===== src/rtl/acumulador_somas.sv =====
// Collects a burst of N adder results over a valid/ready handshake and
// presents their running sum, modulo 2^ACC_W, with a sticky overflow flag.
module acumulador_somas #(
    parameter int WIDTH = 4,
    parameter int N     = 8,
    parameter int ACC_W = 6,
    parameter int CNT_W = $clog2(N + 1)
) (
    input  logic             clk,
    input  logic             rst_n,
    input  logic             start,
    input  logic [WIDTH-1:0] soma,
    input  logic             in_valid,
    output logic             in_ready,
    output logic [ACC_W-1:0] total,
    output logic [CNT_W-1:0] count,
    output logic             overflow,
    output logic             busy,
    output logic             out_valid,
    input  logic             out_ready
);

    typedef enum logic [1:0] {
        IDLE,
        ACC,
        DONE
    } state_t;

    state_t           state;
    logic [ACC_W:0]   sum;

    // One extra bit on the adder so the top bit is the carry-out of this beat
    assign sum = {1'b0, total} + (ACC_W + 1)'(soma);

    // Handshake outputs decode straight from state, so no input reaches them
    assign in_ready  = (state == ACC);
    assign out_valid = (state == DONE);
    assign busy      = (state != IDLE);

    always_ff @(posedge clk or negedge rst_n) begin
        if (!rst_n) begin
            state    <= IDLE;
            total    <= '0;
            count    <= '0;
            overflow <= 1'b0;
        end else begin
            case (state)
                IDLE: begin
                    if (start) begin
                        state    <= ACC;
                        total    <= '0;
                        count    <= '0;
                        overflow <= 1'b0;
                    end
                end
                ACC: begin
                    if (in_valid) begin
                        total    <= sum[ACC_W-1:0];
                        overflow <= overflow | sum[ACC_W];
                        count    <= count + CNT_W'(1);
                        if (count == CNT_W'(N - 1)) begin
                            state <= DONE;
                        end
                    end
                end
                DONE: begin
                    // Results are held here and kept in IDLE until the next start
                    if (out_ready) begin
                        state <= IDLE;
                    end
                end
                default: state <= IDLE;
            endcase
        end
    end

endmodule


===== config.mk =====
export PLATFORM = sky130hd
export DESIGN_NAME = acumulador_somas
export DESIGN_NICKNAME = d
export VERILOG_FILES = /design/src/rtl/acumulador_somas.sv
export SDC_FILE = /design/constraint.sdc
export NUM_CORES = 1
export LEC_CHECK = 0
export CAP_MARGIN = 20
export CELL_PAD_IN_SITES_DETAIL_PLACEMENT = 1
export CELL_PAD_IN_SITES_GLOBAL_PLACEMENT = 2
export CORE_MARGIN = 2
export CORE_UTILIZATION = 28
export DETAILED_ROUTE_END_ITERATION = 10
export MAX_ROUTING_LAYER = met4
export PLACE_DENSITY_LB_ADDON = 0.1
export RECOVER_POWER = 100
export SYNTH_ARGS = -nofsm -noshare
export SYNTH_HDL_FRONTEND = slang
export SYNTH_SLANG_ARGS = --single-unit

===== constraint.sdc =====
create_clock -name clk -period 2.17 [get_ports clk]
set_input_delay 0.3255 -clock clk [delete_from_list [all_inputs] [get_ports clk]]
set_output_delay 0.3255 -clock clk [all_outputs]
set_load 0.03 [all_outputs]

==> impl_metrics.toml <==
[status]
status = "completed"

[clocking]
cts-root-buf = "clkbuf_4"
tritoncts = "yes"
cts_inserted_buffers = 3
clockBufferDepth = 2
post_cts_buffers = 0
path_clk_slew_ns = 0.09
cts.repair.resized = 0
htree_num_levels = 1
holdBufCountCts = 0
cts.sinks = 13
worstSkewPairLatency_ns = 0.28

[logic_synthesis]
avgSynthCellArea_um2 = 10.75
synth_edf_count = 0
synth_flop_cell = "dfrtp_1"
netlist_instances = 71
syn_area_um2 = 763.2
yosysWarnings = 0
async_flop_share_pct = 100.0
synth_cell_types = 34
synth_seq_cells = 13
syn_nets = 86
ys_seq_area_share_pct = 42.62

[die]
core_um2 = 2522
dieArea_um2 = 3160
fp-row-count = 18
die_w_um = 56.21
die_h_um = 56.21
initial_core_util_pct = 30.26
io_pins = 23

[power_and_ir_drop]
leakage_nw = 0.4683
power.density_nw_per_um2 = 1344
peakVddDrop_uv = 675.0

[global_route]
grt_pass1_wl_um = 3346
grt_usage_pct = 14.16
antenna_found_initial = 0
grt.overflow.total = 0
grt_pass1_vias = 686
grt_max_degree = 14

[critical_path]
required_ns = 1.84
crit_path_start_kind = "register"
reg2reg_from = "total[0]$_DFFE_PN0P_"
path_class = "register to primary output"
arrival_ns = 1.74
reg2regPathDepth = 5
r2r_setup_slack_ns = 0.41
cp-end-kind = "primary output"
crit_fanout = 8
r2r-end = "total[4]$_DFFE_PN0P_"

[detailed_routing]
route.detailed.drc = 0
drtIter0Drc = 6
first_pass_iters = 3
routed_wl_um = 1901
ant_nets = 0
drt-vias-per-instance = 5.142
drt-wirelength-per-cell_um = 14.97
routed-via-count = 653

[finish]
final_cell_mix = "dlygate4sd3_1, dfrtp_1, o21ai_0, clkdlybuf4s50_1"
fillers = 301
mostFrequentLayoutCell = "dlygate4sd3_1"
diodes = 0
area_delta_synth_final_pct = 34.10
num-nets-final = 113
drive_above_1_share_pct = 6.186

[timing]
worst_pin_slew_ns = 0.6361
maxSlewViolCount = 0
worst_slack_ns = 0.1049
finalSetupTns_ns = 0
fin_crit_sh_pct = 95.17
hold_viol_final = 0
fmax_mhz = 484.2
grt_setup_unrepaired = "no"
min_period_ns = 2.065
setup_violations = 0
relSlewSlack_pct = 57.46
clock_skew_ns = 0.003838
hold_ws_ns = 0.4968

[place]
gp_congestion = 0.7726
port_buffers = 22
preCtsSetupSlack_ns = 0.1473
dpl.hpwl_um = 1394

[worst_hold_path]
hold_class = "input port to asynchronous set/reset pin"

[run]
maxCapViolations = 0
registers in the layout, indices dropped and copies added (netlist names):
name	cells
overflow	1
count	4
state	2
total	6
per-stage QoR:
stage                     power, mW  utilization (%)  std cells  instance area [µm²]
after floorplan              0.9639                -         71                763.2
after global placement        1.288            40.48        123                 1021
after detailed placement      1.288            40.48        123                 1021
after CTS                     1.464            41.52        127                 1047
after global routing          1.502            40.58        127                 1023
final                         1.376            40.58        127                 1023
Yosys cell counts (2+ instances only):
library cell	count	share of area (%)
or3_1	2	1.6
nor2_1	2	0.98
o21ai_0	5	3.3
mux2i_1	2	2.6
a21oi_1	3	2.0
ha_1	5	8.2
dfrtp_1	13	43
nand3_1	2	1.3
nand2_1	4	2.0
o21ai_1	2	1.3
inv_1	5	2.5
a22o_1	4	4.6
critical path: stages (launching register included):
cell and delay (ns):
dfrtp_1 0.46, or2_2 0.31, dlygate4sd3_1 0.68
final cells by class:
| cell class | instances | area (µm²) | share of cell area (%) |
|---|---|---|---|
| clock buffer | 4 | 26.28 | 2.567 |
| inverter | 5 | 18.77 | 1.834 |
| multi-input combinational | 52 | 391.6 | 38.26 |
| sequential | 13 | 325.3 | 31.78 |
| tap | 30 | 37.54 | 3.667 |
| timing repair buffer | 23 | 224.0 | 21.88 |
routing by layer:
metal | wire (µm) | GRT usage, %
met1 | 964 | 20.54
met2 | 827 | 18.49
met3 | 70 | 2.558
met4 | 38 | 7.143
met5 | 0 | -
logic make-up after synthesis:
| family | Yosys count | share of synthesized area (%) |
|---|---|---|
| adder cells (fa/ha/maj) | 6 | 10.82 |
| multiplexers | 2 | 2.623 |
| buffers and inverters | 6 | 3.443 |
| flip-flops | 13 | 42.62 |
| AND/OR/NAND/NOR | 22 | 20.49 |
| AO/OA/AOI/OAI | 21 | 18.85 |
| XOR/XNOR | 1 | 1.148 |
worst max path at each step:
stage                         startpoint              endpoint  cells past startpoint
floorplan           total[0]$_DFFE_PN0P_  total[4]$_DFFE_PN0P_                      5
global placement                 soma[0]  overflow$_DFFE_PN0P_                      6
detailed placement               soma[1]  total[5]$_DFFE_PN0P_                      6
CTS                 state[0]$_DFFE_PN0P_              in_ready                      2
global route        state[0]$_DFFE_PN0P_             out_valid                      3
finish              state[0]$_DFFE_PN0P_                  busy                      2
power by group:
group | total (mW) | internal (mW) | switching [mW] | leakage (nW)
Sequential | 0.441 | 0.337 | 0.105 | 0.164
Clock | 0.159 | 0.0714 | 0.0875 | 0.0150
Combinational | 0.775 | 0.332 | 0.443 | 0.289
Total | 1.38 | 0.740 | 0.635 | 0.468
Power figures use the tool's default switching activity.
